===== config.mk =====
export PLATFORM = sky130hd
export DESIGN_NAME = mxrv_if_id
export DESIGN_NICKNAME = d
export VERILOG_FILES = /design/src/rtl/mxrv_if_id_pkg.sv /design/src/rtl/mxrv_pipe_buf.sv /design/src/rtl/mxrv_if_id.sv
export SDC_FILE = /design/constraint.sdc
export NUM_CORES = 1
export LEC_CHECK = 0
export CORE_MARGIN = 2
export CORE_UTILIZATION = 45
export DETAILED_ROUTE_END_ITERATION = 6
export PLACE_DENSITY = 0.85
export SETUP_SLACK_MARGIN = 0.1
export SLEW_MARGIN = 15
export SYNTH_ARGS = -nofsm -noshare
export SYNTH_HDL_FRONTEND = slang
export SYNTH_SLANG_ARGS = --single-unit
export TNS_END_PERCENT = 30

===== constraint.sdc =====
create_clock -name clk -period 2.1 [get_ports clk]
set_clock_uncertainty 0.05 [all_clocks]
set_input_delay 0.525 -clock clk [delete_from_list [all_inputs] [get_ports clk]]
set_output_delay 0.525 -clock clk [all_outputs]
set_load 0.005 [all_outputs]

===== src/rtl/mxrv_if_id_pkg.sv =====
// Shared word-width and constant definitions for the mxrv pipeline registers.
package mxrv_if_id_pkg;

    localparam int unsigned PORT_WORD_WIDTH = 32;
    localparam logic [31:0] INST_NOP        = 32'h0000_0013;  // addi x0,x0,0
    localparam logic [31:0] ZERO_WORD       = 32'h0000_0000;

endpackage


===== src/rtl/mxrv_pipe_buf.sv =====
// Generic 2-entry valid/ready elastic buffer with synchronous clear.
// The caller must not push when full or pop when empty; both are masked here as well.
module mxrv_pipe_buf
    import mxrv_if_id_pkg::*;
#(
    parameter int unsigned       WIDTH     = 2 * PORT_WORD_WIDTH,
    parameter int unsigned       DEPTH     = 2,
    parameter logic [WIDTH-1:0]  RESET_VAL = '0
) (
    input  logic             clk,
    input  logic             rst_n,
    input  logic             clear,
    input  logic             push,
    input  logic             pop,
    input  logic [WIDTH-1:0] wdata,
    output logic [WIDTH-1:0] rdata,
    output logic             full,
    output logic             empty
);

    logic [WIDTH-1:0] mem [2];
    logic [1:0]       count;
    logic             wr_ptr;
    logic             rd_ptr;
    logic             push_ok;
    logic             pop_ok;

    // Status flags come from registered state only.
    always_comb begin
        full    = (count == DEPTH[1:0]);
        empty   = (count == 2'd0);
        push_ok = push & ~full;
        pop_ok  = pop & ~empty;
        rdata   = mem[rd_ptr];
    end

    // Storage, pointers and occupancy; clear has priority over any transfer.
    always_ff @(posedge clk or negedge rst_n) begin
        if (!rst_n) begin
            count  <= '0;
            wr_ptr <= 1'b0;
            rd_ptr <= 1'b0;
            mem[0] <= RESET_VAL;
            mem[1] <= RESET_VAL;
        end else if (clear) begin
            count  <= '0;
            wr_ptr <= 1'b0;
            rd_ptr <= 1'b0;
            mem[0] <= RESET_VAL;
            mem[1] <= RESET_VAL;
        end else begin
            if (push_ok) begin
                mem[wr_ptr] <= wdata;
                wr_ptr      <= ~wr_ptr;
            end
            if (pop_ok) begin
                rd_ptr <= ~rd_ptr;
            end
            case ({push_ok, pop_ok})
                2'b10:   count <= count + 2'd1;
                2'b01:   count <= count - 2'd1;
                default: count <= count;
            endcase
        end
    end

endmodule


===== src/rtl/mxrv_if_id.sv =====
// IF/ID pipeline register: elastic buffer between fetch and decode with
// decode hold and jump flush. ready_o depends on registered state only.
module mxrv_if_id
    import mxrv_if_id_pkg::*;
#(
    parameter int unsigned      XLEN     = PORT_WORD_WIDTH,
    parameter logic [XLEN-1:0]  NOP_INST = INST_NOP,
    parameter int unsigned      DEPTH    = 2
) (
    input  logic            clk,
    input  logic            rst_n,
    input  logic            inst_valid_i,
    input  logic [XLEN-1:0] inst_i,
    input  logic [XLEN-1:0] inst_addr_i,
    output logic            ready_o,
    input  logic            flush_i,
    input  logic            hold_i,
    input  logic            ready_i,
    output logic            valid_o,
    output logic [XLEN-1:0] inst_o,
    output logic [XLEN-1:0] inst_addr_o
);

    logic              push;
    logic              pop;
    logic              full;
    logic              empty;
    logic [2*XLEN-1:0] head;

    // Handshake gating and NOP/zero substitution when no valid entry is presented.
    always_comb begin
        ready_o     = ~full;
        valid_o     = ~empty & ~flush_i;
        push        = inst_valid_i & ready_o & ~flush_i;
        pop         = valid_o & ready_i & ~hold_i;
        inst_o      = valid_o ? head[2*XLEN-1:XLEN] : NOP_INST;
        inst_addr_o = valid_o ? head[XLEN-1:0]      : '0;
    end

    mxrv_pipe_buf #(
        .WIDTH     (2 * XLEN),
        .DEPTH     (DEPTH),
        .RESET_VAL ({NOP_INST, {XLEN{1'b0}}})
    ) u_buf (
        .clk   (clk),
        .rst_n (rst_n),
        .clear (flush_i),
        .push  (push),
        .pop   (pop),
        .wdata ({inst_i, inst_addr_i}),
        .rdata (head),
        .full  (full),
        .empty (empty)
    );

endmodule


==> reports/results.tsv, run 1 <==
metric	value	unit
status	finished, violations left	
violated checks	setup timing	
Routed Wire Length	18050	um
PD cells	788.7	nW/um^2
Worst-path clk slew	0.06	ns
post-route cell area	9091	sq um
CP endpoint kind	primary output	
maximum vdd drop	0.4477	mV
first-pass GRT wire length	26380	um
PortBufs	135	
gr usage total	0.2558	
Antenna diodes	0	
NetSw	1752	uW
layout cell share with drive strength beyond 1	0.4083	
CTS Root Cell	clkbuf_16	
startpoint class of the critical path	register	
Num CTS Buffers	17	
initial drt markers	434	
vias in the first global route	4966	
Netlist cell types	23	
Internal Pwr Total	5418	uW
row count	41	
RD Place Congestion	0.7694	
CTS tree	built	
Post-Place Cell Area	7579	sq um
Slew Limit Fails	0	
# fillers	808	
crit path time final	2.305	ns
Ys Warns	0	
Net Sw Frac	0.2444	
combinational fraction of design power	0.158	
Area Growth Syn to Fin	58.85	%
Initial Utilization	0.4572	
Tightest Pin Transition	0.4318	ns
first drt pass iteration count	4	
slew margin rel.	0.7122	
ANT nets after route	0	
Hold WC Path Type	register to register	
critical path data arrival time	1.73	ns
htree depth	4	
IO Count	136	
height of the die	116.8	um
Crit Path Class	register to primary output	
Die Wd	116.8	um
FF+latch count, synth	132	
Die ar.	13640	sq um
Syn Inst Count	467	
post-synthesis sequential area ratio	0.5785	
post-DP HPWL	9367	um
GRT Residual Overflow	0	
clock tree buffer depth	2	
DR WL/cell	21.99	um
Final Hold Fails	0	
worst endpoint required time	1.52	ns
Syn Std Cell Area	5723	sq um
final core utilization	0.7263	
MaxCap Viol Count	0	
crit-path max FO	8	
Clk pwr share	0.449	
syn_area_per_cell	12.25	sq um
Flop pwr share	0.393	
core area	12520	sq um
Clk Latency, worst-skew pair	0.41	ns
initial antenna violation count	0	
routed vias/inst	5.827	
Final WS setup	-0.2051	ns
Final nets	706	
period utilization	1.098	
clk sinks	132	
vias	4784	
DRC viols	0	
# setup viols final	65	
leakage	0.003963	uW
largest net degree at the start of global routing	60	
Fmax achieved	433.8	MHz
RSZ-0062 raised after global routing	true	
most common cell after layout, fill and taps aside	dfrtp_1	
post-synth net total	537	
most frequent cells in the layout	125 x dfrtp_1, 122 x a22o_1, 67 x clkdlybuf4s50_1	
what timing repair did:
action / CTS / global route
gates resized for setup: 323 / 136
pin swaps: 25 / 13
setup endpoints to repair: 66 / 66
endpoints found under the hold margin: 15 / 0
buffers inserted: 13 / 1
hold buffers: 1 / 0
gates cloned: 6 / 5
path summary, 6_finish.rpt:
kind / from / to / slack, ns / cells past startpoint
setup reg to reg: u_buf.count[0]$_DFFE_PN0P_ / u_buf.mem[7]$_DFFE_PN0P_ / 0.20 / 7
hold / removal: u_buf.mem[85]$_DFFE_PN0P_ / u_buf.mem[85]$_DFFE_PN0P_ / 0.46 / 1
setup / recovery: u_buf.count[0]$_DFFE_PN0P_ / inst_addr_o[9] / -0.21 / 7
max in group asynchronous: rst_n / u_buf.mem[36]$_DFFE_PN1P_ / 0.74 / 3
hold reg to reg: u_buf.mem[85]$_DFFE_PN0P_ / u_buf.mem[85]$_DFFE_PN0P_ / 0.46 / 1
min in group asynchronous: rst_n / u_buf.mem[81]$_DFFE_PN0P_ / 0.54 / 2
worst max-delay path: stages (launching register included):
cell and delay [ns]:
dfrtp_1 0.39, nor2_2 0.07, or2_4 0.27, buf_12 0.15, buf_12 0.14, buf_6 0.12
nor2_4 0.06, buf_2 0.11
cell usage after synthesis, drive strengths merged:
master	instances	share of area
dfrtp	126	0.55
a22o	122	0.19
mux2i	71	0.12
nor2	71	0.047
buf	32	0.028
clkbuf	9	0.0059
dfstp	6	0.028
nand2	5	0.0033
inv	4	0.0026
a31oi	3	0.0033
nand3	3	0.0026
o21ai	3	0.0026
a21oi	2	0.0017
nand2b	2	0.0022
nor4	2	0.0044
a21o	1	0.0013
and2b	1	0.0015
nand4b	1	0.0015
nor2b	1	0.0011
or2	1	0.0011
or3	1	0.0011
area by class of cell:
cell class / count / area, sq um / area share
sequential: 132 / 3314 / 0.3646
multi-input combinational: 290 / 2939 / 0.3233
timing repair buffer: 191 / 1949 / 0.2144
clock buffer: 23 / 498.0 / 0.05478
tap: 172 / 215.2 / 0.02367
clock inverter: 9 / 147.6 / 0.01624
inverter: 4 / 27.53 / 0.003028
metrics by stage:
stage / TNS (ns) / total power [uW] / hold slack [ns] / setup WS, ns / instances
after floorplan: 0 / 3175 / 0.1794 / 0.1136 / 467
after global placement: -41.02 / 3607 / 0.4342 / -0.6858 / 764
after detailed placement: -42.10 / 3637 / 0.4400 / -0.6944 / 764
after CTS: -9.524 / 6996 / 0.4568 / -0.2306 / 815
after global routing: -11.20 / 7391 / 0.4685 / -0.2463 / 821
final: -8.167 / 7170 / 0.4550 / -0.2051 / 821
cells by family after synthesis:
logic type,after synthesis,share of synthesized area
and+or+nand+nor,88,0.06537
muxes,71,0.1242
AOI/OAI and AO/OA,131,0.1957
DFF,132,0.5785
buffers and inverters,45,0.03629
sequential cells by signal (all words and copies together), names as in the netlist:
signal and count:
u_buf.mem 128, u_buf.rd_ptr 1, u_buf.count 2, u_buf.wr_ptr 1
power by group through the flow:
stage	registers, uW	clock network (uW)	logic (uW)
floorplan	2790	0	386
global placement	2800	0	802
detailed placement	2810	0	822
CTS	2780	3240	973
global route	2830	3360	1200
finish	2820	3220	1130
layer usage:
metal  GRT usage  part of all wire  vias up
met5           0                 0        -
li1            -                 -     2078
met3     0.06385             0.056       34
met1      0.3178              0.40     2467
met2      0.4324              0.52      205
met4      0.1004             0.027        0
(Power assumes the default switching activity.)
==> run 2: changes to the inputs <==
--- a/config.mk
+++ b/config.mk
@@ -5,6 +5,7 @@
 export SDC_FILE = /design/constraint.sdc
 export NUM_CORES = 1
 export LEC_CHECK = 0
+export CORE_ASPECT_RATIO = 1.4
 export CORE_MARGIN = 2
 export CORE_UTILIZATION = 45
 export DETAILED_ROUTE_END_ITERATION = 6
==> reports/results.tsv, run 2 (synthesized netlist as in run 1, its figures left out) <==
metric	value	unit	change
routed vias/inst	5.931		+1.8%
Internal Pwr Total	4943	uW	-8.8%
combinational fraction of design power	0.151		-0.007
startpoint class of the critical path	register		
Fmax achieved	423.7	MHz	-2.3%
crit path time final	2.360	ns	+0.05493 ns
period utilization	1.124		+0.02616
row count	48		+17%
Area Growth Syn to Fin	46.50	%	
Initial Utilization	0.4626		+0.005364
most common cell after layout, fill and taps aside	dfrtp_1		
cell mode on critical path	buf_12		
post-DP HPWL	9687	um	+3.4%
first-pass GRT wire length	25870	um	-1.9%
crit-path max FO	6		-2
largest net degree at the start of global routing	73		+22%
DRC viols	0		unchanged
CTS tree	built		
Final Hold Fails	0		unchanged
CP max stage cell	dfrtp_1		
layout cell share with drive strength beyond 1	0.3354		-0.07288
Hold WC Path Type	primary input to async pin		
Net Sw Frac	0.2516		+0.007203
Die ar.	13650	sq um	about the same
# fillers	894		+11%
# setup viols final	65		unchanged
initial drt markers	278		-36%
DR WL/cell	21.23	um	-3.5%
top flop regs	u_buf.mem: 128 flops, u_buf.count: 2 flops		
CTS Root Cell	clkbuf_16		
Hold WS	0.06812	ns	-0.3869 ns
IO Count	136		unchanged
Worst-path clk slew	0.06	ns	about the same
worst endpoint required time	1.52	ns	about the same
Final nets	690		-2.3%
Routed Wire Length	16600	um	-8.1%
Final WS setup	-0.2600	ns	-0.05493 ns
PD cells	787.8	nW/um^2	-0.12%
Reg2Reg Launch Point	u_buf.count[0]$_DFFE_PN0P_		
height of the die	137.4	um	+18%
Tightest Pin Transition	0.3563	ns	-0.07551 ns
Clk pwr share	0.428		-0.021
maximum vdd drop	0.3947	mV	-12%
PortBufs	135		unchanged
MaxCap Viol Count	0		unchanged
Flop pwr share	0.421		+0.028
R2R depth	7		unchanged
ANT nets after route	0		unchanged
Crit Path Class	register to primary output		
status	finished, violations left		
Num CTS Buffers	17		unchanged
CP endpoint kind	primary output		
violated checks	setup timing		
Antenna diodes	0		unchanged
clock tree buffer depth	2		unchanged
core area	12370	sq um	-1.2%
Slew Limit Fails	0		unchanged
leakage	0.003731	uW	-5.8%
Die Wd	99.31	um	-15%
worst path cell trace	nor2_2 > or2_4 > buf_12 > buf_12 > buf_12 > nor2_4 > buf_2		
vias	4638		-3.1%
family with the most delay on the worst path	buffers and inverters		
fin cells	782		-4.8%
initial antenna violation count	0		unchanged
first drt pass iteration count	5		+1
RD Place Congestion	0.7684		-0.13%
Worst R2R Setup Slack	0.30	ns	+0.10 ns
RSZ-0062 raised after global routing	true		
slowest cell delay on critical path	0.39	ns	about the same
NetSw	1662	uW	-5.2%
Largest register FFs	128		unchanged
vias in the first global route	4909		-1.1%
slew margin rel.	0.7557		+0.04355
GRT Residual Overflow	0		unchanged
critical path data arrival time	1.79	ns	+0.06 ns
Clk Latency, worst-skew pair	0.42	ns	about the same
htree depth	4		unchanged
clk sinks	132		unchanged
WP buf/inv	4		unchanged
most frequent cells in the layout	125 x dfrtp_1, 122 x a22o_1, 67 x clkdlybuf4s50_1		
dpl cells	732		-4.2%
gr usage total	0.2468		-0.008981
reg2reg end	u_buf.mem[114]$_DFFE_PN0P_		
largest register by flop count	u_buf.mem		
-- run 2: cell types whose count changed in the layout (fill, tap and decap cells not counted), moves of 3 or more --
cell	change
buf_2	-5
buf_4	-6
buf_8	-6
clkbuf_16	-4
clkbuf_2	+3
clkbuf_8	-4
clkdlybuf4s15_2	+3
mux2i_1	+31
mux2i_2	-3
mux2i_4	-28
nor2_2	-8
nor2_4	+6
-- run 2: stage by stage --
| step | cell area (sq um) | setup WS, ns | util | total power [uW] | setup TNS, ns |
|---|---|---|---|---|---|
| finish | 8384 | -0.2600 | 0.6777 | 6605 | -11.32 |
| global placement | 7438 | -0.7072 | 0.6012 | 3577 | -38.59 |
| global route | 8384 | -0.2951 | 0.6777 | 6810 | -13.60 |
| detailed placement | 7438 | -0.7320 | 0.6012 | 3614 | -42.84 |
| CTS | 8267 | -0.2470 | 0.6682 | 6583 | -11.99 |
| floorplan | 5748 | 0.1136 | - | 3175 | 0 |
-- run 2: worst max path at each step --
stage | from | to | slack [ns] | depth (start not counted)
6_report | u_buf.count[1]$_DFFE_PN0P_ | inst_o[20] | -0.26 | 7
5_1_grt | u_buf.count[1]$_DFFE_PN0P_ | inst_o[2] | -0.30 | 7
4_1_cts | u_buf.count[1]$_DFFE_PN0P_ | inst_o[28] | -0.25 | 7
3_5_place_dp | flush_i | inst_addr_o[29] | -0.73 | 5
3_3_place_gp | flush_i | inst_addr_o[28] | -0.71 | 5
2_1_floorplan | flush_i | inst_addr_o[0] | 0.11 | 5
-- run 2: final cells by class --
| class | count | area (sq um) | area share |
|---|---|---|---|
| inverters | 4 | 20.02 | 0.002388 |
| well taps | 150 | 187.7 | 0.02238 |
| repair buffers | 175 | 1712 | 0.2041 |
| flip-flops and latches | 132 | 3314 | 0.3953 |
| clock inverters | 10 | 108.9 | 0.01298 |
| multi-input cells | 290 | 2591 | 0.3091 |
| clock buffers | 21 | 450.4 | 0.05372 |
-- run 2: metal layers --
metal | global-route usage | share of wire
met4 | 0.1111 | 0.029
met5 | 0 | 0
met2 | 0.4238 | 0.53
met1 | 0.2965 | 0.39
met3 | 0.05581 | 0.056
-- run 2: timing repair --
action	CTS	global route
endpoints found under the setup margin	66	66
hold buffers	0	0
hold endpoints to repair	0	0
setup buffers	12	3
pin swaps	46	10
cloned	5	0
gates resized for setup	341	40
-- run 2: power by group through the flow --
stage	clock, uW	sequential (uW)	combinational [uW]
2_1_floorplan	0	2790	386
3_3_place_gp	0	2800	774
3_5_place_dp	0	2810	799
4_1_cts	2850	2770	956
5_1_grt	2960	2790	1060
6_report	2830	2780	997
